$ cat src/rtl/sa_output_deskew_4x4.sv
// rtl/sa_output_deskew_4x4.sv - realigns skewed 4x4 SA result lanes, saturates to 16 bits, buffers a tile, drains it as a stream
// Optional DESKEW_RELU_EN: negative lanes clamp to 0 before saturation.
module sa_output_deskew_4x4 #(
  parameter int ACC_W   = 32,
  parameter int NUM_VEC = 16
) (
  input  logic             clk,
  input  logic             rst,
  input  logic             vld_in,
  input  logic [ACC_W-1:0] in1,
  input  logic [ACC_W-1:0] in2,
  input  logic [ACC_W-1:0] in3,
  input  logic [ACC_W-1:0] in4,
  output logic             out_valid,
  input  logic             out_ready,
  output logic [15:0]      out_data,
  output logic [7:0]       out_idx,
  output logic [1:0]       out_lane,
  output logic             busy,
  output logic             done,
  output logic             ovf
);
  typedef enum logic [1:0] {IDLE, COLLECT, DRAIN, DONE} state_t;

  localparam int VW = (NUM_VEC > 1) ? $clog2(NUM_VEC) : 1;
  localparam logic [7:0] LAST_VEC = 8'(NUM_VEC - 1);
  localparam logic signed [ACC_W-1:0] SAT_MAX = ACC_W'(32767);
  localparam logic signed [ACC_W-1:0] SAT_MIN = ACC_W'(-32768);

  function automatic logic [15:0] sat16(input logic [ACC_W-1:0] raw);
    logic signed [ACC_W-1:0] v;
    v = $signed(raw);
`ifdef DESKEW_RELU_EN
    if (v[ACC_W-1]) v = '0;
`endif
    if (v > SAT_MAX) return 16'h7fff;
    else if (v < SAT_MIN) return 16'h8000;
    else return v[15:0];
  endfunction

  state_t           state_q, state_d;
  logic [ACC_W-1:0] d1_q [3];
  logic [ACC_W-1:0] d1_d [3];
  logic [ACC_W-1:0] d2_q [2];
  logic [ACC_W-1:0] d2_d [2];
  logic [ACC_W-1:0] d3_q, d3_d;
  logic [2:0]       vld_q, vld_d;
  logic [7:0]       wr_ptr_q, wr_ptr_d;
  logic [7:0]       rd_vec_q, rd_vec_d;
  logic [1:0]       rd_lane_q, rd_lane_d;
  logic             out_valid_q, out_valid_d;
  logic [15:0]      out_data_q, out_data_d;
  logic             busy_q, busy_d;
  logic             done_q, done_d;
  logic             ovf_q, ovf_d;
  logic             vld_a;
  logic             wr_en;
  logic [15:0]      wr_vec [4];
  logic [15:0]      mem_q [NUM_VEC][4];

  assign vld_a = vld_q[2];

  always_comb begin
    d1_d[0]     = in1;
    d1_d[1]     = d1_q[0];
    d1_d[2]     = d1_q[1];
    d2_d[0]     = in2;
    d2_d[1]     = d2_q[0];
    d3_d        = in3;
    vld_d       = {vld_q[1:0], vld_in};
    wr_vec[0]   = sat16(d1_q[2]);
    wr_vec[1]   = sat16(d2_q[1]);
    wr_vec[2]   = sat16(d3_q);
    wr_vec[3]   = sat16(in4);
    wr_en       = 1'b0;
    state_d     = state_q;
    wr_ptr_d    = wr_ptr_q;
    rd_vec_d    = rd_vec_q;
    rd_lane_d   = rd_lane_q;
    out_valid_d = out_valid_q;
    out_data_d  = out_data_q;
    done_d      = 1'b0;
    ovf_d       = ovf_q;
    case (state_q)
      IDLE: begin
        if (vld_in) state_d = COLLECT;
      end
      COLLECT: begin
        if (vld_a) begin
          wr_en = 1'b1;
          if (wr_ptr_q == LAST_VEC) begin
            state_d  = DRAIN;
            wr_ptr_d = '0;
          end else begin
            wr_ptr_d = wr_ptr_q + 8'd1;
          end
        end
      end
      DRAIN: begin
        if (vld_in || vld_a) ovf_d = 1'b1;
        // First drain cycle only loads the head element; later ones advance on handshake.
        if (!out_valid_q) begin
          out_valid_d = 1'b1;
          out_data_d  = mem_q[rd_vec_q[VW-1:0]][rd_lane_q];
        end else if (out_ready) begin
          if (rd_vec_q == LAST_VEC && rd_lane_q == 2'd3) begin
            state_d     = DONE;
            out_valid_d = 1'b0;
            out_data_d  = '0;
            rd_vec_d    = '0;
            rd_lane_d   = '0;
            done_d      = 1'b1;
          end else begin
            rd_lane_d  = rd_lane_q + 2'd1;
            rd_vec_d   = (rd_lane_q == 2'd3) ? rd_vec_q + 8'd1 : rd_vec_q;
            out_data_d = mem_q[rd_vec_d[VW-1:0]][rd_lane_d];
          end
        end
      end
      DONE: begin
        if (vld_in || vld_a) ovf_d = 1'b1;
        state_d = IDLE;
      end
      default: state_d = IDLE;
    endcase
    busy_d = (state_d == COLLECT) || (state_d == DRAIN);
  end

  always_ff @(posedge clk or posedge rst) begin
    if (rst) begin
      state_q     <= IDLE;
      d1_q        <= '{default: '0};
      d2_q        <= '{default: '0};
      d3_q        <= '0;
      vld_q       <= '0;
      wr_ptr_q    <= '0;
      rd_vec_q    <= '0;
      rd_lane_q   <= '0;
      out_valid_q <= 1'b0;
      out_data_q  <= '0;
      busy_q      <= 1'b0;
      done_q      <= 1'b0;
      ovf_q       <= 1'b0;
    end else begin
      state_q     <= state_d;
      d1_q        <= d1_d;
      d2_q        <= d2_d;
      d3_q        <= d3_d;
      vld_q       <= vld_d;
      wr_ptr_q    <= wr_ptr_d;
      rd_vec_q    <= rd_vec_d;
      rd_lane_q   <= rd_lane_d;
      out_valid_q <= out_valid_d;
      out_data_q  <= out_data_d;
      busy_q      <= busy_d;
      done_q      <= done_d;
      ovf_q       <= ovf_d;
    end
  end

  // Tile storage survives reset; a fresh tile always overwrites from slot 0.
  always_ff @(posedge clk) begin
    if (wr_en) mem_q[wr_ptr_q[VW-1:0]] <= wr_vec;
  end

  assign out_valid = out_valid_q;
  assign out_data  = out_data_q;
  assign out_idx   = rd_vec_q;
  assign out_lane  = rd_lane_q;
  assign busy      = busy_q;
  assign done      = done_q;
  assign ovf       = ovf_q;
endmodule

$ cat config.mk
export PLATFORM = sky130hd
export DESIGN_NAME = sa_output_deskew_4x4
export DESIGN_NICKNAME = d
export VERILOG_FILES = /design/src/rtl/sa_output_deskew_4x4.sv
export SDC_FILE = /design/constraint.sdc
export NUM_CORES = 2
export LEC_CHECK = 0
export BUFFER_PORTS_ARGS = -buffer_cell sky130_fd_sc_hd__buf_2
export CAP_MARGIN = 20
export CORE_ASPECT_RATIO = 0.9
export CORE_MARGIN = 2
export CORE_UTILIZATION = 50
export DETAILED_ROUTE_END_ITERATION = 16
export GPL_ROUTABILITY_DRIVEN = 0
export HOLD_SLACK_MARGIN = 0.05
export PLACE_DENSITY_LB_ADDON = 0.08
export SYNTH_ARGS = -nofsm -noshare
export SYNTH_HDL_FRONTEND = slang
export SYNTH_SLANG_ARGS = --single-unit
$ cat constraint.sdc
create_clock -name clk -period 6.3 [get_ports clk]
set_input_delay 0 -clock clk [delete_from_list [all_inputs] [get_ports clk]]
set_output_delay 0 -clock clk [all_outputs]
set_load 0.05 [all_outputs]
After elaboration in Yosys (flattened, before gate mapping)
Memory sizes are Yosys's and may differ from the RTL's.
Cells that the tools add are included.

word-level totals
  logic and storage cells = 92
  memory bits (read-only) = 0
  output and inout bits = 30
  bits in writable memories = 1,024
  flip-flop bits (word level) = 235
  latch bits = 0
  memories = 1

memories
  name   depth  bits a word  read ports  clocked after Yosys merged registers in  write ports  RTL line  text
  mem_q  16     64           2           0                                        1            59        logic [15:0] mem_q [NUM_VEC][4];

cells by class
  add/sub/neg operators = 3
  div/mod/pow operators = 0
  $mul = 0
  reductions and logical operators = 11
  shifts and indexed selects = 0
  equality and inequality tests = 9
  order comparisons = 10
  mux-type cells = 39
  bitwise logic cells = 2

operator list
  cell                                                              count
  two-way mux 16 bit                                                15
  greater-than comparator 32 x 16 -> 1 bit (second input constant)  4
  < comparator 32 x 16 -> 1 bit (second input constant)             4
  binary-select mux 16 bit (select 2 bit)                           2
  two-way mux 8 bit                                                 3
  adder 8 x 1 -> 8 bit (second input constant)                      2
  equality test 8 x 4 -> 1 bit (second input constant)              2
  two-way mux 2 bit                                                 7
  two-way mux 1 bit                                                 11
  equality test 2 bit (second input constant)                       4
  case mux 2 bit (4 select lines)                                   1
  greater-or-equal comparator 3 bit (second input constant)         2
  inverter 2 -> 3 bit                                               2
  AND reduction 2 bit                                               3
  equality test 2 x 1 -> 1 bit (second input constant)              2
  AND reduction 4 bit                                               1
  AND reduction 3 bit                                               1
  adder 2 x 1 -> 2 bit (second input constant)                      1
  logical NOT 2 bit                                                 1
  logical OR 1 bit                                                  2
  != test 2 bit (second input constant)                             1
  nonzero test 2 bit                                                1
  OR reduction 2 bit                                                1
  logical AND 1 bit                                                 1

Longest topological paths before layout
An unclocked memory read counts as a cell.

  depth in word-level cells = 9
  depth in mapped cells = 12
  mapped depth without buffers = 8

Least setup slack after synthesis
No wires, ideal clock.

  path type = register to register
  start point = register rd_lane_q[1] (netlist: out_lane[1])
  end point = register out_data_q[11] (netlist: out_data[11])
  required time = 6,234 ps
  cell stages (with the launch flop) = 10
  setup time = 66 ps
  buffers on the path = 2
  clock period less this slack = 3,142 ps
  slack = 3,158 ps
  arrival time = 3,076 ps
  cells stage by stage = dfrtp_1 > ha_1 > buf_4 > mux2i_1 > buf_2 > mux4_2 > o2bb2ai_1 > a31oi_1 > a311oi_1 > a31o_1

on the way
  word-level cells in the longest chain between the ends = 9
  elaborated cells between the ends (all ways) = 16

ends and longest elaborated chain
  element                                                RTL line  text
  start: declaration                                     50        logic [1:0] rd_lane_q, rd_lane_d;
  start signal: assignment                               152       rd_lane_q <= rd_lane_d;
  equality test 2 bit                                    106, 115
  two-way mux 8 bit                                      115       rd_vec_d = (rd_lane_q == 2'd3) ? rd_vec_q + 8'd1 : rd_vec_q;
  memory read (16 x 64 bit)                              -
  binary-select mux 16 bit (select 2 bit)                116       out_data_d = mem_q[rd_vec_d[VW-1:0]][rd_lane_d];
  two-way mux 16 bit (not written as such) (2 in a row)  116
  two-way mux 16 bit                                     106       if (rd_vec_q == LAST_VEC && rd_lane_q == 2'd3) begin
  two-way mux 16 bit                                     105       end else if (out_ready) begin
  two-way mux 16 bit *                                   102       if (!out_valid_q) begin
  end signal: assignment                                 154       out_data_q <= out_data_d;
  end: declaration                                       52        logic [15:0] out_data_q, out_data_d;

Every way passes the cells marked *; elsewhere a longest branch is shown, timed or not. The select of a mux whose other input is x is not followed.
A chain may end at the register's enable or synchronous reset.

Worst setup path after layout
  start point = register rd_lane_q[0] (netlist: out_lane[0])
  end point = register out_data_q[4] (netlist: out_data[4])

Same word-level chain as after synthesis.

==> out/results.ini <==
[pwr]
vdd.ir_drop.worst_v = 0.0004501
total_leakage_power_nw = 21.63
cellPowerDensity_nw_per_um2 = 313.5
power_mw = 20.24

[layout]
fin_area_sq_um = 64570
fin_nets = 4103
syn_to_final_growth_pct = 16.39
n_fill_cell = 8327
stdcell_count = 5540
post-route-util = 0.5889
drive_gt1_frac = 0.2117

[cts]
numCtsBuffers = 136
root_buffer = clkbuf_16
clockBufferDepth = 3
htreeDepth = 4
clk-insertion-delay-late_ps = 760
tritoncts = built
clk_pin_slew_worst_paths_ps = 60
cts_sinks = 1259

[worst_setup_path]
reg2reg_depth = 9
cp-start-kind = register
cpMostUsedCell = buf_4
path_cells = ha_1 > nand4_1 > xor2_4 > buf_4 > nor2_4 > buf_4 > nand3_1 > a311oi_1 > a31o_1
endpoint_kind = register
crit_buf_inv = 2
reg2reg_from = out_lane[0]
worst-path-stages = 9
required_ps = 6980
crit_type = reg2reg
critPathLaunch = out_lane[0]
cpPeakStageDelay_ps = 950
critPathSlowestCell = nor2_4
critical_path_arrival_ps = 5770
path_max_fanout = 21
critPathTopFamily = simple AND/OR/NAND/NOR gates

[grt]
use_met1 = 0.4504
grtUsageMet3 = 0.07401
grt_overflow = 0
grt_pass1_vias = 36765
grt_pass1_wl_um = 258600
use_met2 = 0.4905
grt.total_usage = 0.3185
grt_max_degree = 140
grt-busiest-layer = met2
grt_antenna_before_repair = 8

[die]
num_rows = 115
start_util = 0.5060
die_w_um = 355.1
io-pin-count = 162
die_h_um = 320.0
coreArea_sq_um = 109600
dieArea_sq_um = 113600

[run]
cap_violations = 0

[placement]
dpl_cell_area_sq_um = 58050
dp_slack_ps = 1391
dp_cells = 5077
portBuffers = 161
hpwl_um = 102200

[sta]
min_period_ps = 5086
fin_ws_ps = 1214
drv_slew = 0
slew_headroom = 0.1441
hold_ws_ps = 126.1
setup-violations-final = 0
hold_viol_final = 0
fin_crit_sh = 0.8073
fin_skew_ps = 28.63
rsz0062_at_grt = no
finalSetupTns_ps = 0
fmax_mhz = 196.6
worst_pin_slew_ps = 1275

[synth]
seq_area_frac_synth = 0.6603
yosysWarnings = 0
synth_cell_type_count = 52
synth_edf_count = 1024
ys.flop_type = edfxtp_1
synth_cells = 3631
syn_area_per_cell_sq_um = 15.28
synth_fp_nets = 3769
synth_seq_cells = 1259
synth_area_sq_um = 55480
ys_async_sr_fraction = 0.1867

[route]
via_per_inst = 6.608
wl_per_cell_um = 32.50
drc = 0
wl_um = 180000
dr.pass1.iters = 6
drtIter0Drc = 4909
vias = 36606
drtAntennaViolNets = 0

[run_status]
status = complete, no violations

[hold_path]
hp-class = in2reg
min_from = in4[2]
hold_depth = 2

[where the power goes]
part / total, mW / internal, mW / switching, mW
combinational: 2.13 / 0.640 / 1.49
clock: 7.90 / 4.59 / 3.31
sequential: 10.2 / 9.86 / 0.356
[repair_timing]
item,in CTS,in global routing
resized for setup,0,0
setup buffers,0,0
hold buffers,212,0
endpoints found under the hold margin,425,0
[Yosys cell counts (15+ instances only)]
cell	number	area [sq um]
clkbuf_1	154	578.1
nor4_1	17	106.4
and3_1	50	312.8
a311oi_1	65	569.3
nor2_1	33	123.9
a31o_1	15	131.4
buf_4	18	135.1
a22oi_1	30	225.2
o211ai_1	36	270.3
o21a_1	60	450.4
buf_1	21	78.83
nand2b_1	17	106.4
or3_1	16	100.1
mux4_2	341	7680
nand3_1	270	1351
a31oi_1	77	481.7
mux2_2	17	191.4
nand2_1	666	2500
buf_2	75	375.4
dfrtp_1	235	5881
a21oi_1	34	170.2
o2bb2ai_1	15	131.4
nand4_1	21	131.4
edfxtp_1	1024	30750
o21ai_0	71	355.3
a221oi_1	16	140.1
mux2i_1	146	1461
and2_1	19	118.9
[final timing paths]
| path | to | slack [ps] |
|---|---|---|
| max in group asynchronous | d1_d[1] | 4380 |
| min in group asynchronous | busy | 530 |
| max reg2reg | out_data[4] | 1210 |
| min reg2reg | d1_d[7] | 350 |
| max | out_data[4] | 1210 |
| min | mem_q[15][2] | 130 |
[worst reg2reg max path, delay by kind of cell (launching register included)]
| family | cells | cell delay, ps |
|---|---|---|
| DFF | 1 | 750 |
| adders and majority gates | 1 | 750 |
| buffers and inverters | 2 | 770 |
| and+or+nand+nor | 3 | 1660 |
| xor gates and xnor gates | 1 | 400 |
| AOI/OAI and AO/OA | 2 | 690 |
[area by class of cell]
cell class / instances / area (sq um) / share of cell area
sequential: 1259 / 36650 / 0.5676
multi-input combinational: 2098 / 17880 / 0.2770
clock buffer: 184 / 3856 / 0.05972
timing repair buffer: 464 / 3786 / 0.05864
tap: 1462 / 1829 / 0.02833
clock inverter: 66 / 539.3 / 0.008352
inverter: 6 / 26.28 / 0.0004069
antenna: 1 / 2.502 / 0.00003876
[cells in the final DEF (no fill, tap or decap), drive strengths merged, types with 50 or more instances in the layout]
master and count:
a311oi 65, a31oi 77, and3 50, buf 252
clkbuf 184, dfrtp 235, dlygate4sd3 212, edfxtp 1024
mux2i 146, mux4 341, nand2 666, nand3 270
o21a 60, o21ai 72
[state kept, by name (all words and copies together) (netlist names)]
| register | flops |
|---|---|
| busy | 1 |
| d1_d | 64 |
| d1_q | 32 |
| d2_d | 32 |
| d2_q | 32 |
| d3_q | 32 |
| done | 1 |
| mem_q | 1024 |
| out_data | 16 |
| out_idx | 8 |
| out_lane | 2 |
| out_valid | 1 |
| ovf | 1 |
| state_q | 2 |
| vld_q | 3 |
| wr_ptr_q | 8 |
[kinds of logic after synthesis]
logic type | after synthesis | share of synthesized area
buffers and inverters | 274 | 0.02145
AND/OR/NAND/NOR | 1134 | 0.09017
adder cells (fa/ha/maj) | 6 | 0.001353
AO/OA/AOI/OAI | 441 | 0.05600
flip-flops | 1259 | 0.6603
XOR/XNOR | 13 | 0.002526
multiplexers | 504 | 0.1682
[layer usage]
layer	routed length, um	share of wire	vias to the layer above
met2	83830	0.47	2342
met4	5953	0.033	6
li1	-	-	14938
met5	34	0.00019	-
met3	20090	0.11	355
met1	70120	0.39	18965
Power figures use the tool's default switching activity.
